**config.mk**
```make
export PLATFORM = sky130hd
export DESIGN_NAME = mips_multicycle_ctrl
export DESIGN_NICKNAME = d
export VERILOG_FILES = /design/src/rtl/mips_multicycle_ctrl.sv
export SDC_FILE = /design/constraint.sdc
export NUM_CORES = 1
export LEC_CHECK = 0
export CORE_MARGIN = 5
export CORE_UTILIZATION = 36
export DETAILED_ROUTE_END_ITERATION = 8
export PLACE_DENSITY = 0.82
export SETUP_SLACK_MARGIN = 0.15
export SLEW_MARGIN = 20
export SYNTH_ARGS = -nofsm -noshare
export SYNTH_HDL_FRONTEND = slang
export SYNTH_SLANG_ARGS = --single-unit
export TNS_END_PERCENT = 1
```
**constraint.sdc**
```tcl
create_clock -name clk -period 1.7 [get_ports clk]
set_input_delay 0.255 -clock clk [delete_from_list [all_inputs] [get_ports clk]]
set_output_delay 0.255 -clock clk [all_outputs]
set_load 0.02 [all_outputs]
```
**src/rtl/mips_multicycle_ctrl.sv**
```systemverilog
// Multicycle MIPS control unit: Moore FSM that sequences FETCH..writeback and drives datapath muxes/enables.
// Optional build macro MC_BNE_EN adds the BNEEX state (bne branches when zero is clear).
module mips_multicycle_ctrl (
  input  logic       clk,
  input  logic       reset_n,
  input  logic [5:0] op,
  input  logic [5:0] funct,
  input  logic       zero,
  output logic       irwrite,
  output logic       memwrite,
  output logic       regwrite,
  output logic       pcen,
  output logic       iord,
  output logic       regdst,
  output logic       memtoreg,
  output logic       alusrca,
  output logic [1:0] alusrcb,
  output logic [1:0] pcsrc,
  output logic [2:0] alucontrol,
  output logic       illegal,
  output logic [3:0] state
);

  typedef enum logic [3:0] {
    S_FETCH   = 4'd0,
    S_DECODE  = 4'd1,
    S_MEMADR  = 4'd2,
    S_MEMRD   = 4'd3,
    S_MEMWB   = 4'd4,
    S_MEMWR   = 4'd5,
    S_RTYPEEX = 4'd6,
    S_RTYPEWB = 4'd7,
    S_BEQEX   = 4'd8,
    S_ADDIEX  = 4'd9,
    S_ADDIWB  = 4'd10,
    S_JEX     = 4'd11,
    S_BNEEX   = 4'd12
  } state_t;

  localparam logic [5:0] OP_LW   = 6'b100011;
  localparam logic [5:0] OP_SW   = 6'b101011;
  localparam logic [5:0] OP_R    = 6'b000000;
  localparam logic [5:0] OP_BEQ  = 6'b000100;
  localparam logic [5:0] OP_ADDI = 6'b001000;
  localparam logic [5:0] OP_J    = 6'b000010;
`ifdef MC_BNE_EN
  localparam logic [5:0] OP_BNE  = 6'b000101;
`endif

  state_t state_r;
  state_t next_state_s;
  logic   irwrite_s;
  logic   memwrite_s;
  logic   regwrite_s;
  logic   pcwrite_s;
  logic   branch_s;
  logic   taken_s;
  logic   illegal_s;

  // State register; reset aborts any instruction in flight.
  always_ff @(posedge clk or negedge reset_n) begin
    if (!reset_n) begin
      state_r <= S_FETCH;
    end else begin
      state_r <= next_state_s;
    end
  end

  // Next-state and Moore outputs; only the branch-taken term looks at zero.
  always_comb begin
    next_state_s = S_FETCH;
    irwrite_s    = 1'b0;
    memwrite_s   = 1'b0;
    regwrite_s   = 1'b0;
    pcwrite_s    = 1'b0;
    branch_s     = 1'b0;
    taken_s      = 1'b0;
    illegal_s    = 1'b0;
    iord         = 1'b0;
    regdst       = 1'b0;
    memtoreg     = 1'b0;
    alusrca      = 1'b0;
    alusrcb      = 2'b00;
    pcsrc        = 2'b00;
    alucontrol   = 3'b010;
    case (state_r)
      S_FETCH: begin
        alusrcb      = 2'b01;
        irwrite_s    = 1'b1;
        pcwrite_s    = 1'b1;
        next_state_s = S_DECODE;
      end
      S_DECODE: begin
        // Precompute the branch target into ALUOut while the opcode is decoded.
        alusrcb = 2'b11;
        case (op)
          OP_LW, OP_SW: next_state_s = S_MEMADR;
          OP_R:         next_state_s = S_RTYPEEX;
          OP_BEQ:       next_state_s = S_BEQEX;
          OP_ADDI:      next_state_s = S_ADDIEX;
          OP_J:         next_state_s = S_JEX;
`ifdef MC_BNE_EN
          OP_BNE:       next_state_s = S_BNEEX;
`endif
          default: begin
            illegal_s    = 1'b1;
            next_state_s = S_FETCH;
          end
        endcase
      end
      S_MEMADR: begin
        alusrca = 1'b1;
        alusrcb = 2'b10;
        case (op)
          OP_LW:   next_state_s = S_MEMRD;
          OP_SW:   next_state_s = S_MEMWR;
          default: next_state_s = S_FETCH;
        endcase
      end
      S_MEMRD: begin
        iord         = 1'b1;
        next_state_s = S_MEMWB;
      end
      S_MEMWB: begin
        memtoreg   = 1'b1;
        regwrite_s = 1'b1;
      end
      S_MEMWR: begin
        iord       = 1'b1;
        memwrite_s = 1'b1;
      end
      S_RTYPEEX: begin
        alusrca      = 1'b1;
        next_state_s = S_RTYPEWB;
        case (funct)
          6'b100000: alucontrol = 3'b010;
          6'b100010: alucontrol = 3'b110;
          6'b100100: alucontrol = 3'b000;
          6'b100101: alucontrol = 3'b001;
          6'b101010: alucontrol = 3'b111;
          default: begin
            illegal_s    = 1'b1;
            next_state_s = S_FETCH;
          end
        endcase
      end
      S_RTYPEWB: begin
        regdst     = 1'b1;
        regwrite_s = 1'b1;
      end
      S_BEQEX: begin
        alusrca    = 1'b1;
        alucontrol = 3'b110;
        pcsrc      = 2'b01;
        branch_s   = 1'b1;
        taken_s    = zero;
      end
      S_ADDIEX: begin
        alusrca      = 1'b1;
        alusrcb      = 2'b10;
        next_state_s = S_ADDIWB;
      end
      S_ADDIWB: begin
        regwrite_s = 1'b1;
      end
      S_JEX: begin
        pcsrc     = 2'b10;
        pcwrite_s = 1'b1;
      end
`ifdef MC_BNE_EN
      S_BNEEX: begin
        alusrca    = 1'b1;
        alucontrol = 3'b110;
        pcsrc      = 2'b01;
        branch_s   = 1'b1;
        taken_s    = ~zero;
      end
`endif
      default: next_state_s = S_FETCH;
    endcase
  end

  // Enables are squashed while reset is held so nothing half-finished gets written.
  assign irwrite  = irwrite_s & reset_n;
  assign memwrite = memwrite_s & reset_n;
  assign regwrite = regwrite_s & reset_n;
  assign pcen     = (pcwrite_s | (branch_s & taken_s)) & reset_n;
  assign illegal  = illegal_s & reset_n;
  assign state    = state_r;

endmodule

```
==> impl_metrics.tcl, run 1 <==
set metrics [dict create \
    run_status "finished, violations left" \
    failed_checks "setup timing" \
    p_per_area_mw_per_mm2 834 \
    synth_seq_area_share_pct 17.6 \
    power.ir.vdd_worst_mv 0.513 \
    start_kind "flip-flop" \
    start_util_pct 37.7 \
    clk_root_buffer_cell "clkbuf_4" \
    finClkSkew_ns 0.0118 \
    finish.cell_count_without_fillers 154 \
    num_antenna_cells 0 \
    floorplan.die.width_um 49.7 \
    synth.largest_area_cell "dfrtp_1" \
    areaGrowthSynthToFinish_pct 125 \
    numClockSinks 4 \
    synth_warnings 0 \
    route.detailed.vias_per_inst 5.45 \
    boundaryPins 35 \
    drt-pass1-iter-count 4 \
    finalCriticalPeriod_ns 1.71 \
    path_cells "nand2b_4 -> nor2_4 -> nand3_1 -> nor2_4 -> buf_4" \
    synth_top_cell_area_share_pct 17.6 \
    use_met2_pct 36.0 \
    ys_ff_latch 4 \
    die_h_um 49.7 \
    cp_common_cell "nor2_4" \
    tritoncts.num_buffers 3 \
    global_route_wire_length_before_repair_um 3590 \
    instance_count_of_the_mapped_netlist 80 \
    critical-path-slowest-cell "dfrtp_2" \
    wirelength_um 2330 \
    coreArea_mm2 0.00151 \
    routabilityCongestion 0.791 \
    critical_path_class "reg -> out" \
    drive_gt1_share_pct 56.5 \
    tritoncts "yes" \
    largest_reg_flops 4 \
    wl_per_cell_um 15.1 \
    cp-end-kind "output port" \
    grt_use_total_pct 18.6 \
    synth.net_count 95 \
    worst_slew_margin_rel_pct 79.7 \
    placementRows 14 \
    clk_path_buf_depth 2 \
    top_usage_layer "met2" \
    cts.htree.levels 1 \
    critical_path_peak_fanout 5 \
    critical_path_s_largest_stage_delay_ns 0.45 \
    yosys-top-cells-area "dfrtp_1, nor2_1, nand2b_1" \
    synth.cell_area_um2 568 \
    dpl.cell_count 148 \
    maxSlewViolCount 0 \
    timing.hold.worst.class "in -> async" \
    post_layout_worst_setup_margin_ns -0.0111 \
    top_achievable_clock_speed_mhz 584 \
    design.final.nets 154 \
    port-buffer-count 34 \
    vias_in_the_first_global_route 823 \
    setup_repair_after_global_routing_missed_its_margin "yes" \
    syn_avg_cell_area_um2 7.10 \
    whs_ns 0.368 \
    final_cycle_utilization_of_the_critical_path_pct 101 \
    worstPathRequired_ns 1.44 \
    placement.setup.worst_slack_ns -0.550 \
    synthDistinctLibCells 37 \
    arrival_time_of_the_worst_setup_path_ns 1.46 \
    gr_met3_demand_resource_pct 6.93 \
    total_leakage_power_uw 0.000606 \
    tightest_slew_ns 0.305 \
    setup-violations-final 3 \
    detail-route-antenna-nets 0 \
    max_cap_violations 0 \
    place_hpwl_um 1780 \
    report.final.hold_viol_count 0 \
    detail_route.drc_violations 0 \
    routed-via-count 839 \
    globalRouteMet1Util_pct 18.2 \
    path_clk_slew_ns 0.05 \
    grt_max_degree 10 \
    antenna_violations_before_repair 0 \
    drt_iter0_drc 16 \
    ctsHoldBuffers 0 \
    insertion_delay_ns 0.25 \
    die_area_mm2 0.00247 \
    global_route.overflow_total 0 \
]
==> logic make-up after synthesis <==
group | count (synthesis) | synth area share [%]
AND/OR/NAND/NOR | 44 | 42.7
multiplexers | 2 | 3.52
adder cells (fa/ha/maj) | 1 | 1.76
AO/OA/AOI/OAI | 16 | 21.1
buffers and inverters | 10 | 8.59
flip-flops | 4 | 17.6
XOR/XNOR | 3 | 4.63
==> layer usage <==
layer	vias up	wire length [um]	part of all wire [%]
li1	409	-	-
met1	396	908	39
met5	-	0	0
met3	2	170	7.3
met4	0	16	0.69
met2	32	1240	53
==> power by group <==
group / internal [uW] / switching (uW) / leakage (uW) / total, uW
Combinational: 381 / 394 / 0.000542 / 775
Sequential: 118 / 31.8 / 0.0000484 / 149
Clock: 89.0 / 53.1 / 0.0000150 / 142
Total: 588 / 479 / 0.000606 / 1070
==> area by class of cell <==
class	instances	area [um^2]
Fill cell	87	226
Tap cell	16	20.0
Sequential cell	4	104
Inverter	3	11.3
Multi-Input combinational cell	66	574
Clock buffer	4	26.3
Timing Repair Buffer	61	544
==> synthesized netlist by cell type, drive strengths merged <==
master	number
xor2	2
buf	6
nor2b	2
o22ai	1
and4	1
o221ai	1
mux2i	2
nand3b	1
nand3	5
inv	3
a22oi	1
nor2	12
o32ai	1
or2	1
nand2	5
nor3	4
or3	1
o21ai	3
o31ai	2
a21oi	4
clkbuf	1
nand2b	6
xnor2	1
o211ai	2
dfrtp	4
nor3b	2
a41o	1
and3	1
nor4	1
nand4	1
and3b	1
maj3	1
==> placed cells by master (no fill, tap or decap), types with 2 or more instances in the layout <==
cell             netlist  layout
nor2_2                 0       4
buf_6                  0      12
nand2_1                5       4
a21oi_2                1       2
buf_2                  5       2
nor3b_4                0       2
dlygate4sd2_1          0       7
buf_4                  1      29
clkdlybuf4s50_1        0       7
xor2_1                 2       2
clkbuf_4               0       3
nand2b_1               5       3
nor2_4                 0       4
nand3_1                5       4
dlymetal6s2s_1         0       4
inv_1                  3       2
a21oi_1                3       2
o21ai_0                3       3
nand2b_4               1       3
dfrtp_2                0       3
nor3_4                 0       3
nor2_1                12       4
==> worst max-delay path, delay by kind of cell, from the launching register on <==
family / cells / cell delay [ns]
AND/OR/NAND/NOR: 4 / 0.60
flip-flops: 1 / 0.45
buffers and inverters: 1 / 0.14
==> what timing repair did <==
item / 4_1_cts / 5_1_grt
endpoints found under the setup margin: 20 / 15
setup buffers: 0 / 2
pin swaps: 9 / 10
gates resized for setup: 101 / 21
cloned: 0 / 0
endpoints found under the hold margin: 0 / 0
==> path summary, 6_finish.rpt <==
path	startpoint	to	slack, ns	depth (start not counted)
worst max-delay path	state[3]	alucontrol[0]	-0.01	5
min in group clk	op[3]	state[2]	0.51	4
worst max register to register	state[0]	state[1]	0.45	4
worst min register to register	state[2]	state[3]	0.71	2
max in group asynchronous	reset_n	state[1]	1.19	2
worst min-delay path	reset_n	state[2]	0.37	2
==> stage by stage <==
step	TNS [ns]	total power [uW]	utilization, %	cell area (um^2)
2_1_floorplan	0	539	-	659
3_3_place_gp	-2.93	874	77.1	1160
3_5_place_dp	-3.34	891	77.1	1160
4_1_cts	-0.0250	1040	81.0	1220
5_1_grt	-0.332	1140	85.0	1280
6_report	-0.0259	1070	85.0	1280
Note: power is estimated with default switching activity, not from simulation.
==> run 2, diff against run 1 <==
- GPL_TIMING_DRIVEN: default -> 0
==> run 2 against run 1 <==
  * The flow still finishes with violations (setup timing)
  * Register-to-register slack got worse by 0.04 ns
  * Core utilization fell by 10 points
  * Setup slack got worse by 0.037 ns
  * Non-clock buffer count fell by 18
  * Clock-buffer cell count fell by 1
  * Cell count is 12% lower
  * Combinational power decreased by 8.9%
  * Power decreased by 10%
  * Via count decreased by 9.8%
==> impl_metrics.tcl, run 2 (synthesized netlist as in run 1, its figures left out) <==
set metrics [dict create \
    numClockSinks 4 \
    failed_checks "setup timing" \
    boundaryPins 35 \
    grt_max_degree 11 \
    areaGrowthSynthToFinish_pct 98.0 \
    finish.cell_count_without_fillers 135 \
    power.total_uw 961 \
    num_antenna_cells 0 \
    setup_repair_after_global_routing_missed_its_margin "yes" \
    whs_ns 0.0618 \
    drive_gt1_share_pct 49.6 \
    final_cycle_utilization_of_the_critical_path_pct 103 \
    placementRows 14 \
    reg2reg_slack_ns 0.41 \
    die_area_mm2 0.00247 \
    worstPathRequired_ns 1.44 \
    tightest_slew_ns 0.432 \
    insertion_delay_ns 0.24 \
    cell_class_contributing_the_biggest_share_of_worst_path_delay "buffers and inverters" \
    coreArea_mm2 0.00151 \
    nFillCells 103 \
    critical-path-slowest-cell "clkdlybuf4s50_1" \
    critical_path_peak_fanout 3 \
    path_clk_slew_ns 0.04 \
    p_per_area_mw_per_mm2 854 \
    design.final.nets 136 \
    dpl.cell_count 127 \
    port-buffer-count 31 \
    start_kind "primary input" \
    path_cells "clkdlybuf4s50_1 -> or3_4 -> nor2_4 -> o32ai_4 -> buf_6" \
    floorplan.die.width_um 49.7 \
    antenna_violations_before_repair 0 \
    routed-via-count 757 \
    cp_num_buf_inv 2 \
    total_leakage_power_uw 0.000468 \
    clk_root_buffer_cell "clkbuf_4" \
    run_status "finished, violations left" \
    arrival_time_of_the_worst_setup_path_ns 1.49 \
    timing.hold.worst.class "in -> async" \
    detail-route-antenna-nets 0 \
    post_layout_worst_setup_margin_ns -0.0479 \
    die_h_um 49.7 \
    finClkSkew_ns 0.00405 \
    maxSlewViolCount 0 \
    cp-end-kind "output port" \
    report.final.hold_viol_count 0 \
    wirelength_um 1990 \
    clk_path_buf_depth 2 \
    wl_per_cell_um 14.7 \
    largest_reg_flops 4 \
    max_cap_violations 0 \
    cts.htree.levels 1 \
    vias_in_the_first_global_route 747 \
    tritoncts "yes" \
    global_route_wire_length_before_repair_um 3150 \
    global_route.overflow_total 0 \
    start_util_pct 37.7 \
    critical_path_s_largest_stage_delay_ns 0.44 \
    drt_iter0_drc 10 \
    setup-violations-final 1 \
    finalCriticalPeriod_ns 1.75 \
    drt-pass1-iter-count 4 \
    ctsHoldBuffers 0 \
    route.detailed.vias_per_inst 5.61 \
    detail_route.drc_violations 0 \
    top_achievable_clock_speed_mhz 572 \
    final_cell_mix "clkdlybuf4s50_1, buf_6, buf_4" \
    grt_use_total_pct 16.0 \
    tritoncts.num_buffers 3 \
    routabilityCongestion 0.761 \
    worst_slew_margin_rel_pct 71.2 \
    place_hpwl_um 1410 \
    leading_cell_type_in_the_layout_fill_and_taps_excluded "clkdlybuf4s50_1" \
    power.ir.vdd_worst_mv 0.431 \
    critical_path_class "in -> out" \
]
-- run 2: report_power, final --
group	leakage, uW	internal [uW]	switching, uW	total, uW
Combinational	0.000404	325	381	706
Sequential	0.0000500	117	18.8	136
Clock	0.0000138	79.0	39.4	118
Total	0.000468	521	439	961
-- run 2: area by class of cell --
class	instances	area, um^2	area share, %
multi-input cells	66	558	49.6
inverters	3	11.3	1.00
repair buffers	36	348	30.9
flip-flops and latches	4	103	9.12
plain buffers	7	62.6	5.56
well taps	16	20.0	1.78
clock buffers	3	22.5	2.00
-- run 2: worst paths after layout --
path	from	to	cells after the start
setup / recovery	op[5]	illegal	5
hold / removal	reset_n	state[2]	1
setup reg to reg	state[3]	state[1]	6
hold reg to reg	state[1]	state[3]	3
max in group asynchronous	reset_n	state[3]	1
min in group clk	op[3]	state[2]	3
-- run 2: through the flow --
step                worst slack (ns)  util (%)  setup TNS, ns  instance area (um^2)
global route                  -0.104      74.7         -0.344                  1120
detailed placement            -0.592      65.7          -3.71                   990
finish                       -0.0479      74.7        -0.0479                  1120
CTS                          -0.0560      71.5        -0.0909                  1080
floorplan                      0.149         -              0                   659
global placement              -0.583      65.7          -3.45                   990
-- run 2: timing repair --
action	in CTS	in global routing
gates cloned	0	0
pin swaps	11	5
buffers inserted	3	2
endpoints found under the setup margin	16	14
resized for setup	97	11
-- run 2: layer usage --
layer / vias up / wire [um] / track usage [%]
li1: 368 / - / -
met3: 4 / 139 / 3.61
met4: 0 / 40 / 7.86
met5: - / 0 / 0
met2: 29 / 1030 / 28.8
met1: 356 / 775 / 17.0
-- run 2: worst reg2reg max path: cells and delay by family, from the launching register on --
family	cells	cell delay, ns
simple gates	3	0.42
flops	1	0.40
buf+inv	2	0.27
compound gates	1	0.10
